[src/rtl/mem_request_master_if.sv]
// Client request/response and memory-side signals of mem_request_master.
// The master modport is the block's view; slave is the client/memory view.
interface mem_request_master_if;
  logic        req_valid;
  logic        req_ready;
  logic        req_write;
  logic [23:0] req_addr;
  logic [15:0] req_wdata;
  logic [3:0]  req_len;
  logic        resp_valid;
  logic [15:0] resp_rdata;
  logic        resp_last;
  logic        wr_done;
  logic        busy;
  logic [23:0] RAMaddress;
  logic        write_enable;
  logic [15:0] write_data;
  logic [15:0] RAMdata;

  modport master (
    input  req_valid, req_write, req_addr, req_wdata, req_len, RAMdata,
    output req_ready, resp_valid, resp_rdata, resp_last, wr_done, busy,
           RAMaddress, write_enable, write_data
  );

  modport slave (
    output req_valid, req_write, req_addr, req_wdata, req_len, RAMdata,
    input  req_ready, resp_valid, resp_rdata, resp_last, wr_done, busy,
           RAMaddress, write_enable, write_data
  );
endinterface

[src/rtl/mem_request_master.sv]
// Request master: single-word writes and incrementing read bursts to a
// fixed-latency memory controller, with in-order response tagging.
//
// state | meaning
// IDLE  | ready for a new request
// WRITE | write strobe issued for the captured word
// READ  | issuing burst addresses, one per cycle
// DRAIN | all addresses issued, waiting for the last response
module mem_request_master #(
  parameter int READ_LATENCY = 1
) (
  input  logic                 clk,
  input  logic                 reset,
  mem_request_master_if.master bus
);

  typedef enum logic [1:0] {IDLE, WRITE, READ, DRAIN} state_t;

  state_t                  state, state_next;
  logic [3:0]              cnt;
  logic [23:0]             ram_address;
  logic [15:0]             wdata_q;
  logic [15:0]             rdata_hold;
  logic                    wr_done_q;
  logic [READ_LATENCY-1:0] tag_valid;
  logic [READ_LATENCY-1:0] tag_last;
  logic                    accept;
  logic                    issue;
  logic                    issue_last;
  logic                    resp_valid_i;
  logic                    resp_last_i;

  assign accept       = bus.req_valid & bus.req_ready;
  assign issue        = (state == READ);
  assign issue_last   = issue & (cnt == 4'd0);
  assign resp_valid_i = tag_valid[READ_LATENCY-1];
  assign resp_last_i  = tag_last[READ_LATENCY-1];

  always_ff @(posedge clk) begin
    if (reset) state <= IDLE;
    else       state <= state_next;
  end

  always_comb begin
    state_next = state;
    case (state)
      IDLE:    if (accept) state_next = bus.req_write ? WRITE : READ;
      WRITE:   state_next = IDLE;
      READ:    if (cnt == 4'd0) state_next = DRAIN;
      DRAIN:   if (resp_valid_i && resp_last_i) state_next = IDLE;
      default: state_next = IDLE;
    endcase
  end

  // Request fields are captured only at acceptance; later input changes are ignored.
  always_ff @(posedge clk) begin
    if (reset) begin
      ram_address <= '0;
      wdata_q     <= '0;
      cnt         <= '0;
    end else if (accept) begin
      ram_address <= bus.req_addr;
      cnt         <= bus.req_len;
      if (bus.req_write) wdata_q <= bus.req_wdata;
    end else if (issue && cnt != 4'd0) begin
      ram_address <= ram_address + 24'd1;
      cnt         <= cnt - 4'd1;
    end
  end

  // Tag pipeline mirrors the memory latency so each word lines up with its data.
  always_ff @(posedge clk) begin
    if (reset) begin
      tag_valid <= '0;
      tag_last  <= '0;
      wr_done_q <= 1'b0;
    end else begin
      tag_valid[0] <= issue;
      tag_last[0]  <= issue_last;
      for (int i = 1; i < READ_LATENCY; i++) begin
        tag_valid[i] <= tag_valid[i-1];
        tag_last[i]  <= tag_last[i-1];
      end
      wr_done_q <= (state == WRITE);
    end
  end

  always_ff @(posedge clk) begin
    if (reset)             rdata_hold <= '0;
    else if (resp_valid_i) rdata_hold <= bus.RAMdata;
  end

  assign bus.req_ready    = (state == IDLE) && !reset;
  assign bus.busy         = (state != IDLE);
  assign bus.write_enable = (state == WRITE);
  assign bus.RAMaddress   = ram_address;
  assign bus.write_data   = wdata_q;
  assign bus.wr_done      = wr_done_q;
  assign bus.resp_valid   = resp_valid_i;
  assign bus.resp_last    = resp_valid_i & resp_last_i;
  assign bus.resp_rdata   = resp_valid_i ? bus.RAMdata : rdata_hold;

endmodule
[src/flat_wrapper.sv]
// flat-port wrapper written by rule: the top's interface ports become plain ports
module mem_request_master_flat 
#(
  parameter int READ_LATENCY = 1
)
  (clk, reset, bus_req_valid, bus_req_write, bus_req_addr, bus_req_wdata, bus_req_len, bus_RAMdata, bus_req_ready, bus_resp_valid, bus_resp_rdata, bus_resp_last, bus_wr_done, bus_busy, bus_RAMaddress, bus_write_enable, bus_write_data);
  mem_request_master_if bus_i ();
  input  logic clk;
  input  logic reset;
  input wire logic [$bits(bus_i.req_valid)-1:0] bus_req_valid;
  input wire logic [$bits(bus_i.req_write)-1:0] bus_req_write;
  input wire logic [$bits(bus_i.req_addr)-1:0] bus_req_addr;
  input wire logic [$bits(bus_i.req_wdata)-1:0] bus_req_wdata;
  input wire logic [$bits(bus_i.req_len)-1:0] bus_req_len;
  input wire logic [$bits(bus_i.RAMdata)-1:0] bus_RAMdata;
  output wire logic [$bits(bus_i.req_ready)-1:0] bus_req_ready;
  output wire logic [$bits(bus_i.resp_valid)-1:0] bus_resp_valid;
  output wire logic [$bits(bus_i.resp_rdata)-1:0] bus_resp_rdata;
  output wire logic [$bits(bus_i.resp_last)-1:0] bus_resp_last;
  output wire logic [$bits(bus_i.wr_done)-1:0] bus_wr_done;
  output wire logic [$bits(bus_i.busy)-1:0] bus_busy;
  output wire logic [$bits(bus_i.RAMaddress)-1:0] bus_RAMaddress;
  output wire logic [$bits(bus_i.write_enable)-1:0] bus_write_enable;
  output wire logic [$bits(bus_i.write_data)-1:0] bus_write_data;
  assign bus_i.req_valid = bus_req_valid;
  assign bus_i.req_write = bus_req_write;
  assign bus_i.req_addr = bus_req_addr;
  assign bus_i.req_wdata = bus_req_wdata;
  assign bus_i.req_len = bus_req_len;
  assign bus_i.RAMdata = bus_RAMdata;
  assign bus_req_ready = bus_i.req_ready;
  assign bus_resp_valid = bus_i.resp_valid;
  assign bus_resp_rdata = bus_i.resp_rdata;
  assign bus_resp_last = bus_i.resp_last;
  assign bus_wr_done = bus_i.wr_done;
  assign bus_busy = bus_i.busy;
  assign bus_RAMaddress = bus_i.RAMaddress;
  assign bus_write_enable = bus_i.write_enable;
  assign bus_write_data = bus_i.write_data;
  mem_request_master #(.READ_LATENCY(READ_LATENCY)) u_core (.clk(clk), .reset(reset), .bus(bus_i));
endmodule
[config.mk]
export PLATFORM = sky130hd
export DESIGN_NAME = mem_request_master_flat
export DESIGN_NICKNAME = d
export VERILOG_FILES = /design/src/rtl/mem_request_master_if.sv /design/src/rtl/mem_request_master.sv /design/src/flat_wrapper.sv
export SDC_FILE = /design/constraint.sdc
export NUM_CORES = 1
export LEC_CHECK = 0
export ABC_AREA = 1
export CAP_MARGIN = 20
export CORE_MARGIN = 2
export CORE_UTILIZATION = 48
export DETAILED_ROUTE_END_ITERATION = 7
export GPL_TIMING_DRIVEN = 0
export PLACE_DENSITY_LB_ADDON = 0.05
export SKIP_CTS_REPAIR_TIMING = 1
export SYNTH_ARGS = -nofsm -noshare
export SYNTH_HDL_FRONTEND = slang
export SYNTH_SLANG_ARGS = --single-unit
[constraint.sdc]
create_clock -name clk -period 3.09 [get_ports clk]
set_input_delay 0.4635 -clock clk [delete_from_list [all_inputs] [get_ports clk]]
set_output_delay 0.4635 -clock clk [all_outputs]
set_load 0.02 [all_outputs]
==> results of run 1 <==
[per-layer routing]
layer	share of wire, %	up-vias	GRT usage (%)
li1	-	1906	-
met1	45	1683	34.7
met2	47	133	42.2
met3	6.9	10	5.32
met4	1.6	0	8.13
met5	0	-	0
[layout by cell type (no fill, tap or decap), drive strengths merged]
| cell type | n |
|---|---|
| a211oi | 2 |
| a21oi | 46 |
| a31oi | 6 |
| buf | 18 |
| bufinv | 1 |
| clkbuf | 15 |
| clkdlybuf4s50 | 124 |
| clkinv | 3 |
| clkinvlp | 1 |
| dfxtp | 65 |
| ha | 2 |
| inv | 53 |
| nand2 | 167 |
| nand3 | 58 |
| nand3b | 2 |
| nand4 | 6 |
| nor2 | 36 |
| nor3 | 8 |
| nor3b | 1 |
| o211ai | 2 |
| o21a | 2 |
| o21ai | 20 |
| o21bai | 1 |
| or2 | 2 |
| xnor2 | 1 |
| xor2 | 3 |
[critical path, cell delays in order (launching register included)]
cell and delay [ns]:
dfxtp_1 0.31, clkbuf_1 0.20, inv_1 0.22, clkbuf_1 0.37
nand2_1 0.16, nand2_1 0.11, clkdlybuf4s50_1 0.61
[worst paths after layout]
check / slack (ns) / to / cells after the start
worst max-delay path: 0.31 / bus_resp_rdata[10] / 6
worst min-delay path: 0.46 / u_core.bus.write_data[4] / 2
worst max register to register: 1.42 / u_core.bus.RAMaddress[20] / 10
worst min register to register: 0.46 / u_core.bus.write_data[4] / 2
[flip-flops by register name, indices dropped and copies added, names as in the netlist]
register,cells
u_core.cnt,4
u_core.rdata_hold,16
u_core.bus.wr_done,1
u_core.bus.RAMaddress,24
u_core.bus.resp_valid,1
u_core.state,2
u_core.resp_last_i,1
u_core.bus.write_data,16
[cells by family (layout without fill, tap and decap cells)]
logic type	Yosys count	after routing	synth area share (%)
compound gates	79	79	12.7
xor+xnor	4	4	1.03
fa+ha+maj	2	2	0.734
buf+inv	75	215	10.3
flops	65	65	38.2
simple gates	280	280	37.1
[metrics by stage]
stage	instance area, sq um	util (%)
after CTS	4970	72.8
after floorplan	3410	-
final	4970	72.8
after detailed placement	4770	69.8
after global routing	4970	72.8
after global placement	4770	69.8
[final cells by class]
cell class	instances	area [sq um]
Inverter	51	194
Clock inverter	7	77.6
Sequential cell	65	1300
Clock buffer	9	124
Multi-Input combinational cell	365	1760
Buffer	24	156
Tap cell	96	120
Timing Repair Buffer	124	1240
Fill cell	593	1860
[power by group through the flow]
stage                     registers, W  clock network [W]  logic [W]
after floorplan                0.00108                  0   0.000548
after global placement         0.00103                  0   0.000995
final                          0.00102           0.000734    0.00101
after global routing           0.00103           0.000783    0.00111
after CTS                      0.00102           0.000751    0.00101
after detailed placement       0.00103                  0    0.00101
==> impl_metrics.py, run 1 <==
metrics = {
    "clock_tree": {
        "ctsLongestPathBuffers": 2,
        "tritoncts": "done",
        "ctsHtreeMaxLevel": 3,
        "tritoncts.num_buffers": 9,
        "cts.sinks": 65,
        "root_buffer": "clkbuf_8",
        "cts.reportedPaths.clkPinSlew_ns": 0.08,
        "clkLatencyLatePin_ns": 0.34,
    },
    "power_and_ir_drop": {
        "p_switching_w": 0.00101,
        "total_power_w": 0.00276,
        "total_leakage_power_nw": 1.97,
        "proportion_of_power_drawn_by_flip_flops_and_latches_pct": 36.9,
        "p_comb_share_pct": 36.6,
        "vdd_drop_max_mv": 0.358,
        "p_per_area_mw_per_mm2": 556,
        "power.share.clock_pct": 26.6,
        "swShare_pct": 36.4,
        "internal_cell_power_w": 0.00176,
    },
    "sta": {
        "finalWorstPathRequiredPeriod_ns": 2.78,
        "slew_viol_final": 0,
        "fmaxAchievable_ghz": 0.359,
        "max_slew_margin_pct": 56.1,
        "finalHoldViolCount": 0,
        "finalWorstSetupSlack_ns": 0.307,
        "totalNegativeSetupSlack_ns": 0,
        "report.final.setup_viol": 0,
        "fin_crit_sh_pct": 90.1,
        "unrepaired_setup_endpoints_after_global_routing": "false",
        "fin_skew_ns": 0.00728,
        "worst-slew-pin-transition_ns": 0.658,
        "final.hold.worst_slack_ns": 0.463,
    },
    "floorplanning": {
        "design.die.area_sq_mm": 0.00779,
        "num_rows": 30,
        "die_y_um": 88.3,
        "die-width_um": 88.3,
        "coreArea_sq_mm": 0.00683,
        "io_pins": 126,
        "initial_utilization_pct": 49.9,
    },
    "critical_path": {
        "critPathCaptureType": "output pin",
        "critical_path_arrival_ns": 2.32,
        "timing.critical_path.from_type": "flip-flop",
        "startpoint": "u_core.bus.resp_valid",
        "required_ns": 2.63,
        "worstReg2RegStart": "u_core.bus.RAMaddress[0]",
        "criticalPathCategory": "reg -> out",
        "worst_path_max_fanout": 10,
    },
    "place": {
        "placedCellCount": 725,
        "globalplace.congestion": 0.920,
        "dp_hpwl_mm": 7.33,
        "placement.setup.worst_slack_ns": 0.715,
        "io_buffers": 124,
    },
    "route": {
        "drt_pre_antenna_iters": 4,
        "postRouteWirelength_mm": 9.76,
        "drt_drc_violations_left": 0,
        "wl_per_cell_um": 13.2,
        "vias": 3732,
        "final_antenna_net_count": 0,
        "detail_route.iter0.violations": 233,
        "per_cell_via_count_in_the_routed_design": 5.04,
    },
    "yosys": {
        "area_share_of_the_leading_cell_type_in_the_synthesized_netlist_pct": 38.2,
        "yosys-top-cells-area": "dfxtp_1 38%, nand2_1 18%, nand3_1 8.5%",
        "synth.ff_latch_count": 65,
        "yosys-top-cells-count": "160 x nand2_1, 65 x dfxtp_1, 58 x nand3_1, 47 x inv_1, 46 x a21oi_1",
        "syn_inst": 505,
        "edff_count_synth": 0,
        "synth_top_flop_cell": "dfxtp_1",
        "yosysMostFrequentCell": "nand2_1",
        "synthDominantAreaCellType": "dfxtp_1",
        "syn_area_sq_mm": 0.00341,
        "synth_sequential_area_ratio_pct": 38.2,
        "synth.lib_cells_used.distinct": 38,
        "post_synth.cell_area_avg_sq_um": 6.75,
        "synth_nets": 571,
        "ys_warn_count": 0,
        "async_reset_ff_share_pct": 0,
    },
    "global_routing": {
        "grt_usage_pct": 25.9,
        "grt_pass1_vias": 3462,
        "grt_pass1_wl_mm": 15.8,
        "pin_count_of_the_biggest_net_entering_global_routing": 14,
        "grt.overflow.total": 0,
        "antenna_violations_before_repair": 0,
    },
    "cells_and_area": {
        "design.final.nets": 706,
        "antenna_cells": 0,
        "layout-drive-gt1-share_pct": 8.06,
        "area_growth_syn_to_layout_pct": 45.9,
        "finalNonFillerCells": 741,
    },
    "job": {
        "drv_cap": 0,
    },
    "outcome": {
        "outcome": "completed",
    },
    "min_path": {
        "worst_hold_path_type": "reg -> reg",
        "hp-start": "u_core.bus.write_data[4]",
    },
}
(Power assumes the default switching activity.)
==> run 2, diff against run 1 <==
--- a/config.mk
+++ b/config.mk
@@ -7,9 +7,11 @@
 export LEC_CHECK = 0
 export ABC_AREA = 1
 export CAP_MARGIN = 20
+export CORE_ASPECT_RATIO = 1.75
 export CORE_MARGIN = 2
 export CORE_UTILIZATION = 48
 export DETAILED_ROUTE_END_ITERATION = 7
+export GPL_ROUTABILITY_DRIVEN = 0
 export GPL_TIMING_DRIVEN = 0
 export PLACE_DENSITY_LB_ADDON = 0.05
 export SKIP_CTS_REPAIR_TIMING = 1
==> run 2 against run 1 <==
  * Wire length grew 7.8%
  * Setup slack gained 0.013 ns
  * Count of clock-buffer cells in the layout grew 2
==> impl_metrics.py, run 2 (synthesis results as in run 1) <==
metrics = {
    "outcome": {
        "outcome": "completed",
    },
    "cells_and_area": {
        "mostFrequentLayoutCells": "160 x nand2_1, 124 x clkdlybuf4s50_1, 65 x dfxtp_1, 58 x nand3_1, 47 x inv_1",
        "antenna_cells": 0,
        "area_growth_syn_to_layout_pct": 47.5,
        "design_area_sq_mm": 0.00503,
        "layout.cells.most_common": "nand2_1",
        "largest_register_ffs": 24,
        "layout-drive-gt1-share_pct": 7.91,
        "design.final.nets": 706,
    },
    "floorplanning": {
        "design.die.area_sq_mm": 0.00782,
        "io_pins": 126,
        "coreArea_sq_mm": 0.00686,
        "initial_utilization_pct": 49.7,
        "die-width_um": 67.7,
        "die_y_um": 115,
        "num_rows": 40,
    },
    "clock_tree": {
        "cts.reportedPaths.clkPinSlew_ns": 0.05,
        "tritoncts.num_buffers": 9,
        "ctsHtreeMaxLevel": 3,
        "ctsLongestPathBuffers": 2,
        "cts.sinks": 65,
        "tritoncts": "done",
        "clkLatencyLatePin_ns": 0.34,
        "root_buffer": "clkbuf_16",
    },
    "route": {
        "drt_drc_violations_left": 0,
        "detail_route.iter0.violations": 306,
        "postRouteWirelength_mm": 10.5,
        "per_cell_via_count_in_the_routed_design": 5.31,
        "wl_per_cell_um": 14.4,
        "final_antenna_net_count": 0,
        "vias": 3868,
        "drt_pre_antenna_iters": 7,
    },
    "critical_path": {
        "timing.critical_path.from_type": "flip-flop",
        "critical_path_arrival_ns": 2.31,
        "worst_path_largest_cell_delay_ns": 0.61,
        "required_ns": 2.63,
        "critPathCaptureType": "output pin",
        "criticalPathCategory": "reg -> out",
        "worst_path_max_fanout": 10,
        "timing.critical_path.cells": "clkbuf_1 > inv_1 > clkbuf_1 > nand2_1 > nand2_1 > clkdlybuf4s50_1",
        "crit_slowest_cell": "clkdlybuf4s50_1",
    },
    "sta": {
        "report.final.setup_viol": 0,
        "fin_crit_sh_pct": 89.6,
        "fin_skew_ns": 0.0105,
        "worst-slew-pin-transition_ns": 0.704,
        "max_slew_margin_pct": 53.1,
        "totalNegativeSetupSlack_ns": 0,
        "finalWorstPathRequiredPeriod_ns": 2.77,
        "finalHoldViolCount": 0,
        "fmaxAchievable_ghz": 0.361,
        "unrepaired_setup_endpoints_after_global_routing": "false",
        "slew_viol_final": 0,
    },
    "power_and_ir_drop": {
        "vdd_drop_max_mv": 0.454,
        "total_power_w": 0.00298,
        "p_per_area_mw_per_mm2": 593,
        "total_leakage_power_nw": 2.01,
    },
    "place": {
        "io_buffers": 124,
        "dp_hpwl_mm": 7.85,
        "detailed_place.area_sq_mm": 0.00475,
    },
    "global_routing": {
        "grt.overflow.total": 0,
        "grt_usage_pct": 28.1,
        "pin_count_of_the_biggest_net_entering_global_routing": 12,
        "grt_pass1_vias": 3674,
        "grt_pass1_wl_mm": 16.5,
        "antenna_violations_before_repair": 0,
    },
    "min_path": {
        "worst_hold_path_type": "reg -> reg",
    },
    "job": {
        "drv_cap": 0,
    },
}
-- run 2: changes by cell type in the layout (fill, tap and decap cells not counted), sizes merged --
cell and delta:
clkinv +1, bufinv -1, clkbuf +2, inv -2
-- run 2: final cells by class --
| class | count | area, sq um |
|---|---|---|
| clock inverter | 5 | 31.3 |
| inverter | 51 | 194 |
| timing repair buffer | 124 | 1240 |
| tap | 84 | 105 |
| buffer | 24 | 156 |
| sequential | 65 | 1300 |
| multi-input combinational | 365 | 1760 |
| fill | 564 | 1830 |
| clock buffer | 11 | 243 |
-- run 2: through the flow --
stage	utilization [%]	cells	hold slack [ns]	worst slack (ns)
global placement	69.3	713	0.446	0.712
floorplan	-	505	0.443	1.36
detailed placement	69.3	713	0.452	0.693
global route	73.3	729	0.479	0.182
CTS	73.3	729	0.461	0.311
finish	73.3	729	0.461	0.320
-- run 2: power breakdown --
part | total, W | internal (W) | switching [W]
Clock | 0.000937 | 0.000561 | 0.000376
Sequential | 0.00102 | 0.000932 | 0.0000914
Combinational | 0.00102 | 0.000447 | 0.000572
-- run 2: critical path: cells and delay by family (launching register included) --
kind | cells | cell delay, ns
buffers and inverters | 4 | 1.43
DFF | 1 | 0.30
and+or+nand+nor | 2 | 0.24
-- run 2: routing by layer --
layer  GRT usage, %  wire length (um)  vias to the layer above
met5              0                 0                        -
met4           17.6               478                        0
met3           6.50               652                       41
met2           50.0              5530                      170
met1           28.5              3860                     1740
li1               -                 -                     1917
-- run 2: worst paths after layout --
path,start,end,slack [ns],cells after the start
setup reg to reg,u_core.bus.RAMaddress[1],u_core.bus.RAMaddress[18],1.40,10
hold reg to reg,u_core.bus.write_data[10],u_core.bus.write_data[10],0.46,2
hold / removal,u_core.bus.write_data[10],u_core.bus.write_data[10],0.46,2
setup / recovery,u_core.bus.resp_valid,bus_resp_rdata[12],0.32,6
